File: src/rtl/argmax_classifier.sv
// argmax_classifier: the final inference stage, placed after the ten layer-2 neurons.
//
// When start is pulsed, the block captures the packed signed scores into a snapshot.
// It then scans the snapshot one class per clock and reports the index of the
// largest score. On equal scores the lowest index wins, because the compare is
// strictly greater-than. A scan takes NUM_CLASSES-1 cycles. The result is
// announced by a single-cycle digit_valid strobe. The digit, led_onehot and
// best_score outputs hold their values until the next result or reset.
//
// Optional feature, enabled by defining ARGMAX_CONFIDENCE_EN:
//   The block also tracks the runner-up score. It reports margin (best minus
//   runner-up, saturated) and low_conf (margin < MARGIN_THRESH).
//
// Ports:
//   clk, rst      clock and synchronous active-high reset
//   start         one-cycle pulse; captures scores and begins a scan (ignored while busy)
//   scores        NUM_CLASSES packed signed scores; class k at [k*DATA_WIDTH +: DATA_WIDTH]
//   busy          high while a scan is in progress
//   digit_valid   one-cycle result strobe
//   digit         predicted class index
//   led_onehot    one-hot of digit (drives LEDR)
//   best_score    winning signed score
//   margin        best minus runner-up score (only with ARGMAX_CONFIDENCE_EN)
//   low_conf      margin < MARGIN_THRESH (only with ARGMAX_CONFIDENCE_EN)
module argmax_classifier #(
  parameter int NUM_CLASSES = 10,
  parameter int DATA_WIDTH  = 32,
  parameter int IDX_WIDTH   = 4
`ifdef ARGMAX_CONFIDENCE_EN
  ,
  parameter logic signed [DATA_WIDTH-1:0] MARGIN_THRESH = 32'sd256
`endif
) (
  input  logic                              clk,
  input  logic                              rst,
  input  logic                              start,
  input  logic [NUM_CLASSES*DATA_WIDTH-1:0] scores,
  output logic                              busy,
  output logic                              digit_valid,
  output logic [IDX_WIDTH-1:0]              digit,
  output logic [NUM_CLASSES-1:0]            led_onehot,
  output logic signed [DATA_WIDTH-1:0]      best_score
`ifdef ARGMAX_CONFIDENCE_EN
  ,
  output logic signed [DATA_WIDTH-1:0]      margin,
  output logic                              low_conf
`endif
);

  localparam logic [0:0] S_IDLE = 1'b0;
  localparam logic [0:0] S_SCAN = 1'b1;

  localparam logic [IDX_WIDTH-1:0] LAST_IDX = IDX_WIDTH'(NUM_CLASSES - 1);

  logic [0:0]                               state;
  logic [NUM_CLASSES-1:0][DATA_WIDTH-1:0]   snap;
  logic [IDX_WIDTH-1:0]                     idx;
  logic [IDX_WIDTH-1:0]                     best_idx;
  logic signed [DATA_WIDTH-1:0]             best_val;

  logic signed [DATA_WIDTH-1:0]             cur;
  logic                                     take;
  logic signed [DATA_WIDTH-1:0]             nxt_best_val;
  logic [IDX_WIDTH-1:0]                     nxt_best_idx;
  logic [NUM_CLASSES-1:0]                   nxt_onehot;

  // A single comparator is shared by the whole scan. The index mux selects the
  // class currently being examined.
  always_comb begin
    cur          = snap[idx];
    take         = cur > best_val;
    nxt_best_val = take ? cur : best_val;
    nxt_best_idx = take ? idx : best_idx;
    nxt_onehot   = {{(NUM_CLASSES-1){1'b0}}, 1'b1} << nxt_best_idx;
  end

`ifdef ARGMAX_CONFIDENCE_EN
  localparam logic signed [DATA_WIDTH-1:0] S_MIN = {1'b1, {(DATA_WIDTH-1){1'b0}}};
  localparam logic signed [DATA_WIDTH-1:0] S_MAX = {1'b0, {(DATA_WIDTH-1){1'b1}}};

  logic signed [DATA_WIDTH-1:0] second_val;
  logic signed [DATA_WIDTH-1:0] nxt_second;
  logic signed [DATA_WIDTH:0]   diff;
  logic signed [DATA_WIDTH-1:0] nxt_margin;

  // When a new best displaces the old one, the old best becomes the runner-up.
  // A score equal to the best counts as a runner-up, which gives a margin of 0.
  always_comb begin
    nxt_second = take ? best_val : ((cur > second_val) ? cur : second_val);
    diff       = {nxt_best_val[DATA_WIDTH-1], nxt_best_val}
               - {nxt_second[DATA_WIDTH-1], nxt_second};
    // Overflow shows up as a mismatch between the two top bits of the
    // DATA_WIDTH+1 result. In that case clamp to the representable range.
    if (diff[DATA_WIDTH] != diff[DATA_WIDTH-1])
      nxt_margin = diff[DATA_WIDTH] ? S_MIN : S_MAX;
    else
      nxt_margin = diff[DATA_WIDTH-1:0];
  end
`endif

  // The snapshot has no reset because it is always loaded before it is read.
  always_ff @(posedge clk) begin
    if (start && state == S_IDLE && !rst) snap <= scores;
  end

  always_ff @(posedge clk) begin
    if (rst) begin
      state       <= S_IDLE;
      busy        <= 1'b0;
      digit_valid <= 1'b0;
      digit       <= '0;
      led_onehot  <= '0;
      best_score  <= '0;
      idx         <= '0;
      best_idx    <= '0;
      best_val    <= '0;
`ifdef ARGMAX_CONFIDENCE_EN
      second_val  <= '0;
      margin      <= '0;
      low_conf    <= 1'b0;
`endif
    end else begin
      digit_valid <= 1'b0;
      case (state)
        S_IDLE: begin
          if (start) begin
            // Class 0 seeds the running best, so the scan itself begins at class 1.
            best_val <= scores[0 +: DATA_WIDTH];
            best_idx <= '0;
            idx      <= IDX_WIDTH'(1);
            busy     <= 1'b1;
            state    <= S_SCAN;
`ifdef ARGMAX_CONFIDENCE_EN
            second_val <= S_MIN;
`endif
          end
        end
        S_SCAN: begin
          best_val <= nxt_best_val;
          best_idx <= nxt_best_idx;
          idx      <= idx + 1'b1;
`ifdef ARGMAX_CONFIDENCE_EN
          second_val <= nxt_second;
`endif
          if (idx == LAST_IDX) begin
            digit       <= nxt_best_idx;
            best_score  <= nxt_best_val;
            led_onehot  <= nxt_onehot;
            digit_valid <= 1'b1;
            busy        <= 1'b0;
            state       <= S_IDLE;
`ifdef ARGMAX_CONFIDENCE_EN
            margin      <= nxt_margin;
            low_conf    <= nxt_margin < MARGIN_THRESH;
`endif
          end
        end
        default: state <= S_IDLE;
      endcase
    end
  end

endmodule

File: config.mk
export PLATFORM = sky130hd
export DESIGN_NAME = argmax_classifier
export DESIGN_NICKNAME = d
export VERILOG_FILES = /design/src/rtl/argmax_classifier.sv
export SDC_FILE = /design/constraint.sdc
export NUM_CORES = 1
export LEC_CHECK = 0
export ABC_AREA = 1
export ABC_CLOCK_PERIOD_IN_PS = 50200
export CORE_MARGIN = 2
export CORE_UTILIZATION = 35
export DETAILED_ROUTE_END_ITERATION = 7
export SYNTH_ARGS = -nofsm -noshare
export SYNTH_HDL_FRONTEND = slang
export SYNTH_SLANG_ARGS = --single-unit
File: constraint.sdc
create_clock -name clk -period 50.2 [get_ports clk]
set_input_delay 10.04 -clock clk [delete_from_list [all_inputs] [get_ports clk]]
set_output_delay 10.04 -clock clk [all_outputs]
set_load 0.05 [all_outputs]
After elaboration in Yosys (flattened, before gate mapping)
Cells that the tools add are included.
- flip-flop bits (word level): 409
- input port bits: 323
- output and inout bits: 48
- word-level logic and storage cells: 50
- add/sub/neg operators: 1
- magnitude comparators: 2
- equal/unequal tests: 3
- shift operators: 1
- muxes and demuxes: 17
- bitwise operators: 1
- reduce and logical (&&, ||, !) cells: 6
- operators by type and width (operator ; number):
    $bmux W32 S4 ; 1
    $mux W32 ; 3
    $pmux W32 S2 ; 1
    $gt A32 B32 Y1 ; 1
    $pmux W4 S2 ; 2
    $mux W4 ; 3
    $shl A1 B4 Y10 const A ; 1
    $lt A4 B5 Y1 const B ; 1
    $mux W1 ; 5
    $add A4 B1 Y4 const B ; 1
    $eq A4 B4 Y1 const B ; 1
    $pmux W1 S2 ; 2
    $reduce_and A2 Y1 ; 2
    $logic_and A1 B1 Y1 ; 2
    $ne A2 B1 Y1 const B ; 1
    $ne A2 B2 Y1 const B ; 1
    $reduce_or A2 Y1 ; 1
    $logic_not A1 Y1 ; 1
    $not A1 Y1 ; 1

Logic depth before layout (Yosys ltp)
- word-level depth: 5
- depth in mapped cells: 29
- depth with buffers taken out: 27

Least setup slack after synthesis
OpenSTA, ideal clock, no wires.
- path kind: input to register
- from: input start
- to: register snap[0] in the netlist's numbering, enable pin
- setup time: 1009 ps
- data arrival time: 23624 ps
- data required time: 49191 ps
- setup slack: 25567 ps
- cell stages on the path: 3
- path buffers: 1
- cells stage by stage: clkbuf_1 -> nand2_1 -> nor2_1
- word-level cells in the longest chain between the ends: 2
- ends and longest elaborated chain (element ; RTL line ; text):
    start, declared ; 36 ; input logic start,
    $logic_and A1 B1 Y1 (2 in a row) ; 103 ; if (start && state == S_IDLE && !rst) snap <= scores;
    end signal, assigned ; 103 ;
    end, declared ; 56 ; logic [NUM_CLASSES-1:0][DATA_WIDTH-1:0] snap;
No other way between the ends.
A chain may end at the register's enable or synchronous reset.

Worst setup path in the final report
- from: input start
- to: register snap[39] in the netlist's numbering, enable pin
The elaborated chain is that of the path after synthesis.

==> impl_summary.md <==
Placement
The cell area reported after detailed placement is 21600 um^2. The final weighted congestion of routability-driven global placement is 0.8508. The placed cell count is 2601.

Buffers placed on the I/O ports in this run total 370. The HPWL after detailed placement is 38960 um.

Timing
Setup violations remaining at the end of the flow were counted as 0. The slew at the pin closest to its max-slew limit is 1.342 ns. Timing would allow up to 79.99 MHz. After routing, the total negative slack on setup checks comes to 0 ns. The tightest slew margin relative to the limit is 0.1050. Setup repair after global routing left no endpoint under its margin. The max-slew violation total from the final report is 0. Across the routed clock network, the largest skew measured is 0.02319 ns. The hold violation count in the final report was 0. The final cycle utilization of the critical path is 0.2490.

The post-route minimum period is 12.50 ns.

Global routing
The first global-routing pass estimated 84090 um of wire. Entering global routing, the biggest net connects 204 pins. The number of antenna violations at the first check in global routing is 14.

For this run, the total global-route usage over all layers was measured as 0.2228. Summed over all layers, the global routing overflow is 0. The number of global-route vias before repair is 13.47k.

Layout
The finished cells cover 23070 um^2. The post-route non-filler standard cell count is 2694. The final-stage net count is 2341. The layout-stage area growth over the synthesis result is 33.12%.

Of the cells placed in the final design, the portion with a size suffix greater than 1 is 0.05201.

Detailed routing
The total detailed-routing wirelength is 58300 um. Once detail routing completed, the nets flagged for antenna violations numbered 0. Detailed routing placed a total of 26750 um of wire on met2.

The highest routed metal layer is met5. The number of vias in the routed layout is 13.80k. The number of detailed-routing iterations run before antenna repair is 8. The wire length the detailed router placed on met1 is 24070 um. The mean routed wirelength per cell is 21.64 um.

For this block, the initial DRC count from the detailed router was 1243. After detailed routing, the number of remaining DRC violations is 0. The ratio of routed vias to standard cells is 5.124.

The wire length on met3 is 5680 um.

Clock network
Counting along the longest clock path gives a buffer depth of 3. The number of clock sinks seen by CTS is 409. The clock insertion delay at the later pin of the skew report is 0.59 ns. The clock transition time at the flip-flop clock pins of the worst setup and hold paths is 0.07 ns. Clock tree synthesis inserted a total of 45 buffers. In this run the clock root is driven by a sky130_fd_sc_hd__clkbuf_16. The post-CTS setup buffer count is 0. The maximum level of the CTS H-tree is 2. TritonCTS built the clock tree. The number of buffers inserted by hold repair at cts is 0. Once the clock tree was built, the resizer swapped 0 gates to a different size.

Setup path
STA puts the critical path data arrival time at 12.72 ns. Walking the worst path, the cells encountered are clkdlybuf4s50_1 -> buf_4 -> nand2_1 -> nor2_4 -> buf_4 -> buf_4. The startpoint type of the worst setup path is a primary input.

The worst flop-to-flop path startpoint is idx[0]. The maximum fanout along the worst path is 64. The kind of capture point of the worst setup path is a register.

The largest stage delay on the critical path is 0.74 ns. By startpoint and endpoint, the worst setup path is classified as primary input to register. The critical-path cell with the highest stage delay is sky130_fd_sc_hd__buf_4.

The length in cells of the worst reg-to-reg path is 21. The reg-to-reg setup timing slack is 44.49 ns. In this design, the critical path's most frequently occurring cell is sky130_fd_sc_hd__buf_4. The cell class contributing the biggest share of worst-path delay is buffers and inverters. The endpoint of the most critical register-to-register path is led_onehot[2].

The number of buffer and inverter stages on the critical path is 4. STA puts the critical path data required time at 50.42 ns.

Synthesis
Of the total synthesized cell area, the portion taken by AND, OR, NAND and NOR gates is 0.1643. For this run, the leading register cell type out of synthesis is sky130_fd_sc_hd__edfxtp_1. The synthesized area per cell is 10.48 um^2. The netlist uses 34 different library cells. By area the synthesized netlist is led by sky130_fd_sc_hd__edfxtp_1, sky130_fd_sc_hd__dfxtp_1, sky130_fd_sc_hd__nand2_1.

The fraction of the mapped netlist area in compound gates came to 0.1013. The dominant combinational cell family by area after synthesis is simple AND/OR/NAND/NOR gates. The leading area contributor after synthesis is sky130_fd_sc_hd__edfxtp_1. The gate count after technology mapping is 1654. For this run, asynchronously set or reset flops after synthesis account for 0. After synthesis the cells add up to 17330 um^2. Of the total synthesized cell area, the portion taken by full adders, half adders and majority gates is 0.02455. The number of synthesized flops with an enable pin is 320. The Yosys step of the flow raised 0 warnings. The net count of the mapped netlist is 2011. The proportion of synthesized area in mux cells is 0.0005776. The share of synthesized area in the top cell type comes to 0.5545. Of the total synthesized cell area, the portion taken by XOR and XNOR cells is 0. The number of synthesized register bits is 409. For this run, the register share of the synthesized area comes to 0.6573.

Power
The highest ir drop seen on vdd is 0.02256 mV. In this run the power density over the cells is 36.51 nW/um^2. The total power consumption of the routed design is 0.8422 mW. The analysis attributes to cell leakage a power of 8.541 nW.

The switching share of power is 0.2661. The total net switching power is 0.2241 mW. Of the total power, the clock network draws 0.390. Of the total power, combinational logic draws 0.151. Of the total power, registers draw 0.458. The internal portion of total power is 0.6181 mW.

Floorplan
The floorplan has 81 rows. The placeable core region is 48950 um^2. The die covers 51310 um^2.

The height of the chip is 226.5 um. 371 I/O pins were placed. The starting density of the core is 0.3540.

The x dimension of the die is 226.5 um.

Hold path
The endpoint of the worst hold-timing path is idx[2]. In this run the worst hold path is classified as register to register. The instance count along the most critical hold path is 1. The startpoint of the most critical hold path is idx[2].

Status
The flow ran to the end, and the final reports show no timing, DRC or antenna violations.

Job
The number of violations of the max-capacitance limit is 0.
[worst register-to-register path: cells and delay by family, from the launching register on]
kind	cells	cell delay, ns
buf+inv	2	1.35
compound gates	4	1.69
flops	1	0.49
simple gates	14	1.85
fa+ha+maj	1	0.25
[sequential cells by signal, summed over array words and instances (netlist names)]
name and cells:
best_idx 4, state 1, busy 1, led_onehot 10, snap 320, best_val 32, idx 4, digit 4
best_score 32, digit_valid 1
[per-stage QoR]
stage | setup slack, ns | hold slack, ns | util
floorplan | 25.57 | 0.4584 | -
global placement | 37.17 | 0.4254 | 0.4414
detailed placement | 37.10 | 0.4390 | 0.4414
CTS | 37.73 | 0.4525 | 0.4707
global route | 37.55 | 0.4731 | 0.4711
finish | 37.70 | 0.4524 | 0.4713
[worst max-delay path by stage]
stage | depth (start not counted) | slack [ns] | startpoint | to
finish | 6 | 37.70 | start | snap[39]
global route | 6 | 37.55 | start | snap[73]
CTS | 6 | 37.73 | start | snap[47]
detailed placement | 6 | 37.10 | start | snap[73]
global placement | 6 | 37.17 | start | snap[102]
floorplan | 3 | 25.57 | start | snap[0]
[per-layer routing]
| layer | global-route usage | vias to the layer above |
|---|---|---|
| li1 | - | 6479 |
| met1 | 0.2882 | 6623 |
| met2 | 0.3525 | 598 |
| met3 | 0.06687 | 98 |
| met4 | 0.08298 | 6 |
| met5 | 0 | - |
[layout by cell type (no fill, tap or decap), drive strengths merged, types with 18 or more instances in the layout]
cell and count:
nand2 351, buf 19, clkbuf 54, clkdlybuf4s50 369, nand3 127, dfxtp 89
edfxtp 320, inv 122, o221ai 46, o21ai 166, nor2 158, ha 34
nand4 41, clkinv 22, o211ai 18, a21oi 50
[final cells by class]
cell class              count  area (um^2)
fillers                  4454        25880
flip-flops and latches    409        11400
multi-input cells        1017         5064
repair buffers            388         3846
clock buffers              54         1170
well taps                 664        830.8
inverters                 123        466.7
clock inverters            28        267.8
diodes                     11        27.53
[cell families after synthesis]
logic type / count (synthesis)
multiplexers: 1
flip-flops: 409
adder cells (fa/ha/maj): 34
buffers and inverters: 228
AO/OA/AOI/OAI: 301
AND/OR/NAND/NOR: 681
[power groups by stage]
stage          Combinational [mW]  Clock (mW)  Sequential [mW]
3_5_place_dp                0.127           0            0.393
2_1_floorplan              0.0747           0            0.397
6_report                    0.127       0.329            0.386
3_3_place_gp                0.124           0            0.393
4_1_cts                     0.127       0.336            0.386
5_1_grt                     0.142       0.346            0.387
[cells in the mapped netlist, types with 2 or more instances]
cell type / number
sky130_fd_sc_hd__nand3_2: 2
sky130_fd_sc_hd__o221ai_1: 46
sky130_fd_sc_hd__buf_2: 21
sky130_fd_sc_hd__nor2_2: 2
sky130_fd_sc_hd__o21ai_0: 165
sky130_fd_sc_hd__inv_1: 119
sky130_fd_sc_hd__nor2_1: 156
sky130_fd_sc_hd__nand3_1: 125
sky130_fd_sc_hd__o22ai_1: 16
sky130_fd_sc_hd__buf_1: 2
sky130_fd_sc_hd__a21oi_1: 50
sky130_fd_sc_hd__clkbuf_1: 78
sky130_fd_sc_hd__edfxtp_1: 320
sky130_fd_sc_hd__nand2_1: 350
sky130_fd_sc_hd__buf_4: 3
sky130_fd_sc_hd__clkinv_1: 3
sky130_fd_sc_hd__ha_1: 34
sky130_fd_sc_hd__dfxtp_1: 89
sky130_fd_sc_hd__o211ai_1: 18
sky130_fd_sc_hd__nand4_1: 41
Note: power is estimated with default switching activity, not from simulation.
